**src/rtl/ram_demo_pkg.sv**
```systemverilog
// ram_demo_pkg: definitions shared by the RAM demo writer and reader sides.
//   AW_DEF / DW_DEF : default RAM address / data width
//   rd_state_e      : reader FSM state encoding
//   depth_of()      : words per pass for a given address width
package ram_demo_pkg;

  localparam int AW_DEF = 6;
  localparam int DW_DEF = 8;

  typedef enum logic [1:0] {
    ST_IDLE  = 2'd0,
    ST_READ  = 2'd1,
    ST_DRAIN = 2'd2,
    ST_DONE  = 2'd3
  } rd_state_e;

  function automatic int depth_of(input int aw);
    return 1 << aw;
  endfunction

endpackage

```
**src/rtl/ram_rd_cmp.sv**
```systemverilog
// ram_rd_cmp: compares RAM read data against the address-pattern and keeps
// the per-pass error status.
//   clk, rst        : clock, async active-low reset
//   start           : clears status at the start of a pass
//   cmp_valid       : data on 'data' belongs to cmp_addr
//   cmp_addr        : address of the word being compared
//   data            : RAM read data
//   err             : sticky mismatch flag
//   err_cnt         : saturating mismatch count
//   first_err_addr  : address of the first mismatch of the pass
module ram_rd_cmp
  import ram_demo_pkg::*;
#(
  parameter int AW = AW_DEF,
  parameter int DW = DW_DEF
) (
  input  logic          clk,
  input  logic          rst,
  input  logic          start,
  input  logic          cmp_valid,
  input  logic [AW-1:0] cmp_addr,
  input  logic [DW-1:0] data,
  output logic          err,
  output logic [AW:0]   err_cnt,
  output logic [AW-1:0] first_err_addr
);

  localparam logic [AW:0] CNT_MAX = '1;

  logic          err_q,   err_d;
  logic [AW:0]   cnt_q,   cnt_d;
  logic [AW-1:0] first_q, first_d;
  logic [DW-1:0] exp_data;
  logic          mismatch;

  always_comb begin
    // expected word is the address itself, zero-extended or truncated
    exp_data = DW'(cmp_addr);
    mismatch = cmp_valid && (data != exp_data);
    err_d    = err_q;
    cnt_d    = cnt_q;
    first_d  = first_q;
    if (start) begin
      err_d   = 1'b0;
      cnt_d   = '0;
      first_d = '0;
    end else if (mismatch) begin
      err_d = 1'b1;
      if (cnt_q != CNT_MAX) cnt_d = cnt_q + 1'b1;
      if (!err_q) first_d = cmp_addr;
    end
  end

  always_ff @(posedge clk or negedge rst) begin
    if (!rst) begin
      err_q   <= 1'b0;
      cnt_q   <= '0;
      first_q <= '0;
    end else begin
      err_q   <= err_d;
      cnt_q   <= cnt_d;
      first_q <= first_d;
    end
  end

  assign err            = err_q;
  assign err_cnt        = cnt_q;
  assign first_err_addr = first_q;

endmodule

```
**src/rtl/ram_rd_check.sv**
```systemverilog
// ram_rd_check: on each writer pass-complete edge, reads the whole RAM once
// through port B and checks every word equals its own address.
//   clk, rst        : clock, async active-low reset
//   rd_flag         : writer pass-complete level; rising edge starts a pass
//   ram_rd_en/addr  : RAM port B strobe and address
//   ram_rd_data     : RAM port B data, one cycle after the strobe
//   busy, done      : pass in progress / one-cycle end-of-pass pulse
//   err, err_cnt, first_err_addr : status of the current/last pass
//
// state    | meaning
// ST_IDLE  | waiting for rd_flag rising edge
// ST_READ  | issuing addresses 0..DEPTH-1, one per cycle
// ST_DRAIN | strobe off, last word still being compared
// ST_DONE  | done pulse, status frozen until next start
module ram_rd_check
  import ram_demo_pkg::*;
#(
  parameter int AW = AW_DEF,
  parameter int DW = DW_DEF
) (
  input  logic          clk,
  input  logic          rst,
  input  logic          rd_flag,
  output logic          ram_rd_en,
  output logic [AW-1:0] ram_rd_addr,
  input  logic [DW-1:0] ram_rd_data,
  output logic          busy,
  output logic          done,
  output logic          err,
  output logic [AW:0]   err_cnt,
  output logic [AW-1:0] first_err_addr
);

  localparam int            DEPTH     = depth_of(AW);
  localparam logic [AW-1:0] LAST_ADDR = AW'(DEPTH - 1);

  rd_state_e     state_q, state_d;
  logic [AW-1:0] addr_q, addr_d;
  logic          rd_flag_q, rd_flag_d;
  logic          rd_flag_prev_q, rd_flag_prev_d;
  logic          cmp_valid_q, cmp_valid_d;
  logic [AW-1:0] cmp_addr_q, cmp_addr_d;
  logic          rise;
  logic          start;

  // edge detect runs on the registered flag, costing one cycle of latency
  assign rise  = rd_flag_q && !rd_flag_prev_q;
  assign start = (state_q == ST_IDLE) && rise;

  always_ff @(posedge clk or negedge rst) begin
    if (!rst) begin
      state_q        <= ST_IDLE;
      addr_q         <= '0;
      rd_flag_q      <= 1'b0;
      rd_flag_prev_q <= 1'b0;
      cmp_valid_q    <= 1'b0;
      cmp_addr_q     <= '0;
    end else begin
      state_q        <= state_d;
      addr_q         <= addr_d;
      rd_flag_q      <= rd_flag_d;
      rd_flag_prev_q <= rd_flag_prev_d;
      cmp_valid_q    <= cmp_valid_d;
      cmp_addr_q     <= cmp_addr_d;
    end
  end

  always_comb begin
    state_d        = state_q;
    addr_d         = '0;
    rd_flag_d      = rd_flag;
    rd_flag_prev_d = rd_flag_q;
    cmp_valid_d    = ram_rd_en;
    cmp_addr_d     = ram_rd_addr;
    case (state_q)
      ST_IDLE:  if (rise) state_d = ST_READ;
      ST_READ: begin
        if (addr_q == LAST_ADDR) state_d = ST_DRAIN;
        else                     addr_d  = addr_q + 1'b1;
      end
      ST_DRAIN: state_d = ST_DONE;
      ST_DONE:  state_d = ST_IDLE;
      default:  state_d = ST_IDLE;
    endcase
  end

  always_comb begin
    ram_rd_en   = (state_q == ST_READ);
    ram_rd_addr = addr_q;
    busy        = (state_q == ST_READ) || (state_q == ST_DRAIN);
    done        = (state_q == ST_DONE);
  end

  ram_rd_cmp #(
    .AW (AW),
    .DW (DW)
  ) u_cmp (
    .clk            (clk),
    .rst            (rst),
    .start          (start),
    .cmp_valid      (cmp_valid_q),
    .cmp_addr       (cmp_addr_q),
    .data           (ram_rd_data),
    .err            (err),
    .err_cnt        (err_cnt),
    .first_err_addr (first_err_addr)
  );

endmodule

```
**config.mk**
```make
export PLATFORM = sky130hd
export DESIGN_NAME = ram_rd_check
export DESIGN_NICKNAME = d
export VERILOG_FILES = /design/src/rtl/ram_demo_pkg.sv /design/src/rtl/ram_rd_cmp.sv /design/src/rtl/ram_rd_check.sv
export SDC_FILE = /design/constraint.sdc
export NUM_CORES = 1
export LEC_CHECK = 0
export CAP_MARGIN = 20
export CORE_MARGIN = 3
export CORE_UTILIZATION = 30
export DETAILED_ROUTE_END_ITERATION = 6
export DONT_BUFFER_PORTS = 1
export MAX_ROUTING_LAYER = met4
export SLEW_MARGIN = 10
export SYNTH_ARGS = -nofsm -noshare
export SYNTH_HDL_FRONTEND = slang
export SYNTH_SLANG_ARGS = --single-unit
```
**constraint.sdc**
```tcl
create_clock -name clk -period 2.2 [get_ports clk]
set_clock_uncertainty 0.2 [all_clocks]
set_input_delay 0.22 -clock clk [delete_from_list [all_inputs] [get_ports clk]]
set_output_delay 0.22 -clock clk [all_outputs]
set_load 0.02 [all_outputs]
```
---- Word level (Yosys, flattened, before mapping) ----
Index checks and enable logic that the tools add are counted.
storage, ports and cells
  output and inout port bits .............. 23
  input bits .............................. 11
  logic and storage cells ................. 44
  flip-flop bits (word level) ............. 31
cells by class
  reductions and logical operators ........ 11
  multiplexer cells ....................... 13
  equal/unequal tests ..................... 9
  $add $sub $neg .......................... 2
operators with widths
  kind                                                                    count
  6-bit 2-to-1 mux                                                        5
  7-bit 2-to-1 mux                                                        3
  8-bit by 6-bit != test with 1-bit output                                1
  2-bit one-hot mux with 4 select lines                                   1
  7-bit by 1-bit adder with 7-bit output (second input constant)          1
  7-bit != test (second input constant)                                   1
  6-bit by 1-bit adder with 6-bit output (second input constant)          1
  6-bit equality test (second input constant)                             1
  2-bit AND reduction                                                     3
  2-bit equality test (second input constant)                             2
  2-bit 2-to-1 mux                                                        2
  2-bit != test (second input constant)                                   2
  2-bit nonzero test                                                      2
  1-bit logical AND                                                       3
  2-bit by 1-bit equality test with 1-bit output (second input constant)  1
  2-bit logical NOT                                                       1
  1-bit 2-to-1 mux                                                        2
  2-bit by 1-bit != test with 1-bit output (second input constant)        1
  1-bit logical NOT                                                       1
  1-bit logical OR                                                        1

---- Logic depth before layout (Yosys ltp) ----
Gate-level depths: netlist (run 1).
  word-level depth ........................ 5
  gate-level depth with buffers ........... 6
  depth with buffers taken out ............ 6

---- Cells and area by module ----
Synthesis (run 1) repeated with hierarchy kept, for this count alone.
unflattened totals
  cells, all modules ...................... 121
  area, all modules ....................... 1441.4 um^2
modules (own cells, without submodules)
  module        sequential area each (um^2)  cells each  instances  area each (um^2)
  ram_rd_cmp    350.3                        72          1          774.5
  ram_rd_check  425.4                        49          1          666.9

---- Worst setup path after synthesis (run 1) ----
No wires, ideal clock.
  path type ............................... flip-flop to flip-flop
  start ................................... register addr_q[0] (netlist: ram_rd_addr[0])
  end ..................................... register state_q[1]
  clock period less this slack ............ 1.827 ns
  setup time .............................. 0.125 ns
  cell stages (with the launch flop) ...... 6
  data arrival time ....................... 1.503 ns
  path slack .............................. 0.373 ns
  cells stage by stage .................... dfrtp_1 > ha_1 > nand3_1 > o21ai_0 > nand2_1 > mux2_2
on the way
  word-level cells in the longest chain between the ends .. 3
RTL lines
  element                                                    line                RTL
  start, declared                                            ram_rd_check.sv:38  logic [AW-1:0] addr_q, addr_d;
  start signal, assigned                                     ram_rd_check.sv:60  addr_q <= addr_d;
  6-bit equality test                                        ram_rd_check.sv:78  if (addr_q == LAST_ADDR) state_d = ST_DRAIN;
  2-bit by 1-bit != test with 1-bit output (no source line)  n/a
  2-bit AND reduction (no source line)                       n/a
  end signal, assigned                                       ram_rd_check.sv:59  state_q <= state_d;
  end, declared                                              ram_rd_check.sv:37  rd_state_e state_q, state_d;
No other way between the ends.
A chain may end at the register's enable or synchronous reset.

---- Worst setup path after layout (run 1) ----
  start ................................... register u_cmp.cnt_q[0] (netlist: u_cmp.err_cnt[0])
  end ..................................... register u_cmp.cnt_q[4] (netlist: u_cmp.err_cnt[4])
on the way
  word-level cells in the longest chain between the ends .. 4
  elaborated cells on any way between the ends .. 7
  those cells by class .................... add/sub (1); eq/ne (1); mux (3); reduce/logical (2)
RTL lines
  element                                 line              RTL
  start, declared                         ram_rd_cmp.sv:31  logic [AW:0] cnt_q, cnt_d;
  start signal, assigned                  ram_rd_cmp.sv:61  cnt_q <= cnt_d;
  7-bit by 1-bit adder with 7-bit output  ram_rd_cmp.sv:49  if (cnt_q != CNT_MAX) cnt_d = cnt_q + 1'b1;
  7-bit 2-to-1 mux                        ram_rd_cmp.sv:49
  7-bit 2-to-1 mux                        ram_rd_cmp.sv:47  end else if (mismatch) begin
  7-bit 2-to-1 mux                        ram_rd_cmp.sv:43  if (start) begin
Several ways; a longest one is shown, not always the timed one. The select of a mux whose other input is x is not followed.

==> metrics.csv, run 1 <==
metric,value,unit
clock_path_buffers,2,
place_inst,187,
path_buf_inv,0,
hold_viol,0,
met3_usage,0.04865,
netlist_instances,132,
via_per_inst,5.020,
maxSlewHeadroom,0.6227,
netlist_area,1399,um^2
grtUsageMet2,0.1959,
clk_pin_slew,0.07,ns
ys_types,29,
grt_pass1_vias,1057,
startpoint_type,flip-flop,
grt_overflow,0,
ios,34,
n_fill_cell,426,
antennaDiodeCount,0,
cts_max_level,2,
status,finished clean,
via_count,994,
drc,0,
crit_path_end_kind,flip-flop,
ant_nets,0,
wl_per_cell,14.30,um
period_minus_slack,1.899,ns
use_met1,0.1337,
slew_viol_final,0,
cp_slowest_stage_delay,0.51,ns
cts_tree,built,
gr-max-usage-layer,met2,
path_delay_family,simple AND/OR/NAND/NOR gates,
first_iter_violations,30,
ys_top_cells_by_area,"dfrtp_1 55%, ha_1 6.3%, o21ai_0 5.7%, nand3_1 4.7%, xnor2_1 4.4%",
crit_path_top_delay_cell,dfrtp_1,
fp.dieW,74.29,um
p_leak,0.7395,nW
dp_hpwl,2147,um
required,2.21,ns
cts_inserted_buffers,5,
finalSetupViolCount,0,
fin_hold_ws,0.1787,ns
synth_area_per_cell,10.60,um^2
routabilityCongestion,0.7610,
rsz0062_at_grt,false,
path_max_fanout,6,
yosysTopAreaCell,dfrtp_1,
p_per_area,1231,nW/um^2
ys_warn_count,0,
drv_cap,0,
clock_sinks,31,
setup_tns,0,ns
synth_top_area_frac,0.5546,
grt_usage,0.1193,
worst_pin_slew,0.5643,ns
dieHeight,74.29,um
antenna_found_initial,0,
min_period_over_period,0.8633,
num_rows,24,
die_area,5518,um^2
wirelength,2832,um
grt_pass1_wl,4871,um
syn_nets,150,
cts_root_buf,clkbuf_8,
hold_path_class,input port to async pin,
fin_cells,198,
syn2layout_area_growth,17.35,%
drtPass1Iterations,4,
cp_cell_sequence,ha_1 -> and4_1 -> nand2_1 -> or3_2 -> a21oi_1,
coreArea,4414,um^2
io_buffers,0,
worst_slack,0.3007,ns
drive_gt1_frac,0.1301,
ir_drop,0.5804,mV
clk-insertion-delay-late,0.28,ns
grt_max_degree,32,
start_util,0.3169,
worstPathArrival,1.91,ns
fin_nets,163,
max_clock_freq,526.5,MHz
crit_type,flip-flop to flip-flop,
place_ws,0.3279,ns
yosysSeqAreaShare,0.5546,
synth-seq-cells,31,
cells by family after synthesis:
family,Yosys count,share of synthesized area
xor gates and xnor gates,9,0.05635
DFF,31,0.5546
AOI/OAI and AO/OA,25,0.09392
muxes,1,0.008050
and+or+nand+nor,52,0.1995
adders and majority gates,7,0.06261
buffers and inverters,7,0.02504
cells in the mapped netlist (all sizes together):
cell    number
dfrtp       31
o21ai       16
nand2       13
nand3       13
a21oi        7
ha           7
nor2         7
xnor2        7
or3          5
inv          4
and2         3
and3         2
and4         2
buf          2
nand4        2
xor2         2
clkbuf       1
mux2         1
nand3b       1
nor3         1
nor3b        1
o21a         1
o41ai        1
or3b         1
or4          1
worst register-to-register path, delay by kind of cell, from the launching register on:
family | cells | cell delay (ns)
AOI/OAI and AO/OA | 1 | 0.15
DFF | 1 | 0.51
and+or+nand+nor | 3 | 0.69
adders and majority gates | 1 | 0.28
sequential cells by signal, summed over array words and instances (netlist names):
register,cells
cmp_addr_q,6
cmp_valid_q,1
ram_rd_addr,6
rd_flag_prev_d,1
rd_flag_prev_q,1
state_q,2
u_cmp.err,1
u_cmp.err_cnt,7
u_cmp.first_err_addr,6
cell type report:
type	count	area, um^2	area share
flip-flops and latches	31	775.7	0.4726
multi-input cells	94	588.1	0.3582
repair buffers	9	85.08	0.05183
clock buffers	5	68.82	0.04192
well taps	52	65.06	0.03963
clock inverters	3	43.79	0.02668
inverters	4	15.01	0.009146
per-stage QoR:
stage	utilization	instance area (um^2)	total power, mW
after floorplan	-	1399	1.298
after global placement	0.3373	1489	1.437
after detailed placement	0.3373	1489	1.478
after CTS	0.3719	1642	2.055
after global routing	0.3719	1642	2.174
final	0.3719	1642	2.020
per-layer routing:
layer,share of wire,vias to the layer above
met2,0.51,29
met5,0,-
met4,0.011,0
li1,-,487
met1,0.40,474
met3,0.081,4
where the power goes:
group | leakage (nW) | switching [mW] | total, mW | internal [mW]
Clock | 0.0581 | 0.215 | 0.552 | 0.337
Combinational | 0.272 | 0.308 | 0.532 | 0.224
Sequential | 0.410 | 0.233 | 0.936 | 0.703
worst paths after layout:
check,slack (ns),endpoint,start,cells after the start
setup / recovery,0.30,u_cmp.err_cnt[4],u_cmp.err_cnt[0],5
hold / removal,0.18,cmp_addr_q[1],rst,2
setup reg to reg,0.30,u_cmp.err_cnt[4],u_cmp.err_cnt[0],5
max in group asynchronous,1.46,cmp_valid_q,rst,2
hold reg to reg,0.20,rd_flag_prev_q,rd_flag_prev_d,0
min in group clk,0.20,rd_flag_prev_q,rd_flag_prev_d,0
layout by cell type (no fill, tap or decap), types with 2 or more instances in the layout:
cell,Yosys,layout
a21oi_1,7,7
inv_1,4,4
nor2_1,6,6
dfrtp_1,31,31
o21ai_0,16,16
and2_1,3,3
buf_4,0,6
ha_1,7,7
and3_1,2,2
xor2_1,2,2
clkbuf_8,0,5
nand2_1,13,13
nand3_1,13,13
or3_1,4,4
dlygate4sd3_1,0,2
and4_1,2,2
xnor2_1,7,7
timing repair:
action,in CTS,in global routing
buffers inserted,0,0
hold endpoints to repair,32,0
gates resized for setup,0,0
hold buffers,3,0
Note: power is estimated with default switching activity, not from simulation.
==> run 2: changes to the inputs <==
Settings changed: CORE_UTILIZATION 30 to 57, PLACE_DENSITY set to 0.72.
==> run 2 against run 1 <==
  * Total power fell by 4.8%
  * Critical path depth unchanged
  * Highest routed layer unchanged
  * Combinational power fell by 0.9%
==> metrics.csv, run 2 (synthesis gave the netlist of run 1 again) <==
metric,value,unit,change
ir_drop,1.078,mV,was 0.5804 mV
cts_resized,0,,unchanged
grt_overflow,0,,unchanged
startpoint_type,flip-flop,,unchanged
antennaDiodeCount,0,,unchanged
hold_path_class,input port to async pin,,unchanged
ios,34,,unchanged
final_common_cell,dfrtp_1,,unchanged
dp_hpwl,1771,um,was 2147 um
path_max_fanout,6,,unchanged
crit_path_top_delay_cell,dfrtp_1,,unchanged
required,2.25,ns,was 2.21 ns
clock_path_buffers,2,,unchanged
drtPass1Iterations,4,,unchanged
setup_tns,0,ns,unchanged
worst_pin_slew,0.5426,ns,was 0.5643 ns
drv_cap,0,,unchanged
period_minus_slack,1.869,ns,was 1.899 ns
max_clock_freq,535.0,MHz,was 526.5 MHz
clk_pin_slew,0.10,ns,was 0.07 ns
maxSlewHeadroom,0.6372,,was 0.6227
crit_path_end_kind,flip-flop,,unchanged
place_area,1459,um^2,was 1489 um^2
routabilityCongestion,0.7931,,was 0.7610
cts_max_level,2,,unchanged
fin_hold_ws,0.1215,ns,was 0.1787 ns
start_util,0.6146,,was 0.3169
cts_root_buf,clkbuf_4,,was clkbuf_8
place_ws,0.3227,ns,was 0.3279 ns
fp.dieW,55.54,um,was 74.29 um
status,finished clean,,unchanged
grt_pass1_vias,992,,"was 1,057"
p_leak,0.7299,nW,was 0.7395 nW
coreArea,2276,um^2,was 4414 um^2
grt_max_degree,32,,unchanged
drive_gt1_frac,0.1301,,unchanged
syn2layout_area_growth,13.33,%,was 17.35%
finalSetupViolCount,0,,unchanged
worst_slack,0.3307,ns,was 0.3007 ns
largest_reg_flops,7,,unchanged
cts_inserted_buffers,5,,unchanged
crit_type,flip-flop to flip-flop,,unchanged
slew_viol_final,0,,unchanged
n_fill_cell,166,,was 426
cp_cell_sequence,ha_1 -> and4_1 -> nand2_1 -> or3_2 -> a21oi_1,,unchanged
antenna_found_initial,0,,unchanged
fin_nets,163,,unchanged
drc,0,,unchanged
clk-insertion-delay-late,0.32,ns,was 0.28 ns
place_inst,163,,was 187
holdBufCountCts,3,,unchanged
post_cts_buffers,0,,unchanged
path_buf_inv,0,,unchanged
fin_cells,174,,was 198
multiInputGateArea,588.1,um^2,unchanged
die_area,3085,um^2,was 5518 um^2
io_buffers,0,,unchanged
ant_nets,0,,unchanged
cp_slowest_stage_delay,0.52,ns,was 0.51 ns
via_count,969,,was 994
cts_tree,built,,unchanged
regArea,775.7,um^2,unchanged
via_per_inst,5.569,,was 5.020
first_iter_violations,19,,was 30
final_cell_mix,"31 x dfrtp_1, 16 x o21ai_0, 13 x nand3_1, 13 x nand2_1",,unchanged
stdcell_area,1585,um^2,was 1642 um^2
path_delay_family,simple AND/OR/NAND/NOR gates,,unchanged
wl_per_cell,14.24,um,was 14.30 um
num_rows,17,,was 24
p_per_area,1213,nW/um^2,was 1231 nW/um^2
dieHeight,55.54,um,was 74.29 um
wirelength,2478,um,was 2832 um
worstPathArrival,1.92,ns,was 1.91 ns
grt_pass1_wl,4402,um,was 4871 um
power,1.923,mW,was 2.020 mW
hold_viol,0,,unchanged
rsz0062_at_grt,false,,unchanged
clock_sinks,31,,unchanged
grt_usage,0.1883,,was 0.1193
min_period_over_period,0.8497,,was 0.8633
fin_util,0.6965,,was 0.3719
## run 2: cell count changes in the layout (fill, tap and decap cells not counted), sizes merged
cell | previous run | this run
clkbuf | 5 | 6
clkinv | 2 | 1
## run 2: power breakdown
part           switching (mW)  internal [mW]  total [mW]
Clock                   0.193          0.269       0.462
Combinational           0.305          0.222       0.527
Sequential              0.232          0.702       0.934
Total                   0.730           1.19        1.92
## run 2: layout make-up
class | count | area share
clock buffer | 6 | 0.03236
clock inverter | 2 | 0.02210
inverter | 4 | 0.009471
multi-input combinational | 94 | 0.3710
sequential | 31 | 0.4893
tap | 28 | 0.02210
timing repair buffer | 9 | 0.05367
## run 2: worst paths after layout
check,start,slack (ns),to,cells past startpoint
hold reg to reg,rd_flag_prev_d,0.22,rd_flag_prev_q,0
setup / recovery,u_cmp.err_cnt[0],0.33,u_cmp.err_cnt[4],5
max in group asynchronous,rst,1.51,state_q[0],2
hold / removal,rst,0.12,u_cmp.first_err_addr[0],2
setup reg to reg,u_cmp.err_cnt[0],0.33,u_cmp.err_cnt[4],5
min in group clk,ram_rd_data[1],0.15,u_cmp.err_cnt[3],5
## run 2: per-layer routing
metal,vias up,track usage,part of all wire
li1,486,-,-
met1,449,0.2009,0.42
met2,29,0.3041,0.50
met3,5,0.08645,0.068
met4,0,0.07292,0.015
met5,-,-,0
==> run 3: changes to the inputs <==
Settings changed: CORE_UTILIZATION 57 to 55, PLACE_DENSITY 0.72 to 0.73.
Clock period 2.2 ns to 1.7 ns, I/O delays scaled along.
==> run 3 against run 2 <==
  * Routed wire length rose by 30%
  * Global-route usage increased by 2.8 points
  * Die area grew 3.2%
  * Total power up 47%
  * Critical path type unchanged
  * Largest power group is now combinational logic
==> metrics.csv, run 3 (synthesis gave the netlist of run 1 again) <==
metric,value,unit,change
status,finished clean,,unchanged
place_area,1587,um^2,was 1459 um^2
start_util,0.6033,,was 0.6146
regArea,778.2,um^2,was 775.7 um^2
final_common_cell,dfrtp_1,,unchanged
syn2layout_area_growth,29.70,%,was 13.33%
dp_hpwl,2140,um,was 1771 um
stdcell_area,1814,um^2,was 1585 um^2
cp_slowest_stage_delay,0.42,ns,was 0.52 ns
clock_sinks,31,,unchanged
crit_type,flip-flop to flip-flop,,unchanged
coreArea,2318,um^2,was 2276 um^2
die_area,3184,um^2,was 3085 um^2
clock_path_buffers,2,,unchanged
grt_pass1_wl,5223,um,was 4402 um
fp.dieW,56.43,um,was 55.54 um
antennaDiodeCount,0,,unchanged
path_delay_family,flip-flops,,was simple AND/OR/NAND/NOR gates
drive_gt1_frac,0.3155,,was 0.1301
via_per_inst,5.852,,was 5.569
fin_nets,185,,was 163
clk-insertion-delay-late,0.33,ns,was 0.32 ns
max_clock_freq,595.3,MHz,was 535.0 MHz
slew_viol_final,0,,unchanged
drc,0,,unchanged
hold_path_class,input port to async pin,,unchanged
required,1.74,ns,was 2.25 ns
crit_path_top_delay_cell,dfrtp_1,,unchanged
grt_overflow,0,,unchanged
power,2.835,mW,was 1.923 mW
maxSlewHeadroom,0.8243,,was 0.6372
wirelength,3219,um,was 2478 um
grt_max_degree,32,,unchanged
period_minus_slack,1.680,ns,was 1.869 ns
n_fill_cell,162,,was 166
cts_tree,built,,unchanged
cts_root_buf,clkbuf_4,,unchanged
grt_usage,0.2167,,was 0.1883
antenna_found_initial,0,,unchanged
via_count,1147,,was 969
wl_per_cell,16.42,um,was 14.24 um
crit_path_end_kind,flip-flop,,unchanged
io_buffers,0,,unchanged
cp_common_cell,o21ai_1,,
p_per_area,1563,nW/um^2,was 1213 nW/um^2
finalSetupViolCount,0,,unchanged
min_period_over_period,0.9882,,was 0.8497
drv_cap,0,,unchanged
grt_pass1_vias,1137,,was 992
cp_cell_sequence,xnor2_1 -> nand4_1 -> buf_6 -> o21ai_1 -> buf_4 -> nand3_1 -> o21ai_1,,was ha_1 -> and4_1 -> nand2_1 -> or3_2 -> a21oi_1
ios,34,,unchanged
cts_inserted_buffers,5,,unchanged
final_cell_mix,"29 x dfrtp_1, 26 x buf_4, 12 x nand3_1, 12 x nand2_1, 12 x o21ai_0",,"was 31 x dfrtp_1, 16 x o21ai_0, 13 x nand3_1, 13 x nand2_1"
drtPass1Iterations,4,,unchanged
met2_length,1683,um,was 1233 um
startpoint_type,flip-flop,,unchanged
rsz0062_at_grt,true,,was false
ant_nets,0,,unchanged
worstPathArrival,1.72,ns,was 1.92 ns
worst_pin_slew,0.2607,ns,was 0.5426 ns
cts_max_level,2,,unchanged
dieHeight,56.43,um,was 55.54 um
first_iter_violations,17,,was 19
clk_pin_slew,0.10,ns,about the same
path_max_fanout,12,,was 6
routabilityCongestion,0.7601,,was 0.7931
met1_length,1207,um,was 1037 um
route.met3.wl,204,um,was 169 um
multiInputGateArea,653.1,um^2,was 588.1 um^2
largest_reg_flops,7,,unchanged
hold_viol,0,,unchanged
highest_layer,met4,,unchanged
path_buf_inv,2,,was 0
num_rows,17,,unchanged
ir_drop,1.361,mV,was 1.078 mV
p_leak,0.8465,nW,was 0.7299 nW
fin_hold_ws,0.07041,ns,was 0.1215 ns
run 3: cell count changes in the layout (fill, tap and decap cells not counted), sizes merged:
cell,change
nor2,+1
buf,+21
run 3: timing repair:
action                                  in CTS  in global routing
hold buffers                                 3                  0
hold endpoints to repair                    32                  0
pin swaps                                    2                  4
cloned                                       0                  1
endpoints found under the setup margin       7                 12
gates resized for setup                      3                 14
buffers inserted                             2                  3
run 3: final timing paths:
path,startpoint,end,slack (ns),cells past startpoint
max,cmp_addr_q[4],u_cmp.first_err_addr[4],0.02,7
min,rst,u_cmp.first_err_addr[5],0.07,2
max reg2reg,cmp_addr_q[4],u_cmp.first_err_addr[4],0.02,7
min reg2reg,rd_flag_prev_d,rd_flag_prev_q,0.22,0
max in group asynchronous,rst,u_cmp.err_cnt[1],1.05,2
min in group clk,ram_rd_data[1],u_cmp.err_cnt[3],0.09,5
run 3: stage by stage:
| stage | TNS (ns) | util | setup WS [ns] | instances |
|---|---|---|---|---|
| after floorplan | -0.02724 | - | -0.02724 | 132 |
| after global placement | 0 | 0.6843 | 0.06978 | 179 |
| after detailed placement | -0.03448 | 0.6843 | -0.03448 | 179 |
| after CTS | 0 | 0.7518 | 0.001978 | 192 |
| after global routing | -0.2298 | 0.7825 | -0.06849 | 196 |
| final | 0 | 0.7825 | 0.02014 | 196 |
run 3: area by class of cell:
type,count,share of cell area
sequential,31,0.4290
multi-input combinational,95,0.3600
timing repair buffer,30,0.1359
clock buffer,6,0.02828
clock inverter,2,0.01931
tap,28,0.01931
inverter,4,0.008276
run 3: report_power, final:
part / internal, mW / switching [mW]
Combinational: 0.502 / 0.653
Sequential: 0.914 / 0.164
Clock: 0.347 / 0.254
Total: 1.76 / 1.07
run 3: worst register-to-register path, delay by kind of cell (launching register included):
family	cells	cell delay (ns)
compound gates	2	0.26
xor+xnor	1	0.16
buf+inv	2	0.35
flops	1	0.42
simple gates	2	0.22
run 3: per-layer routing:
layer  track usage  vias to the layer above
li1              -                      536
met2        0.3548                       37
met1        0.2250                      559
met3       0.08966                       15
met4        0.1017                        0
met5             -                        -
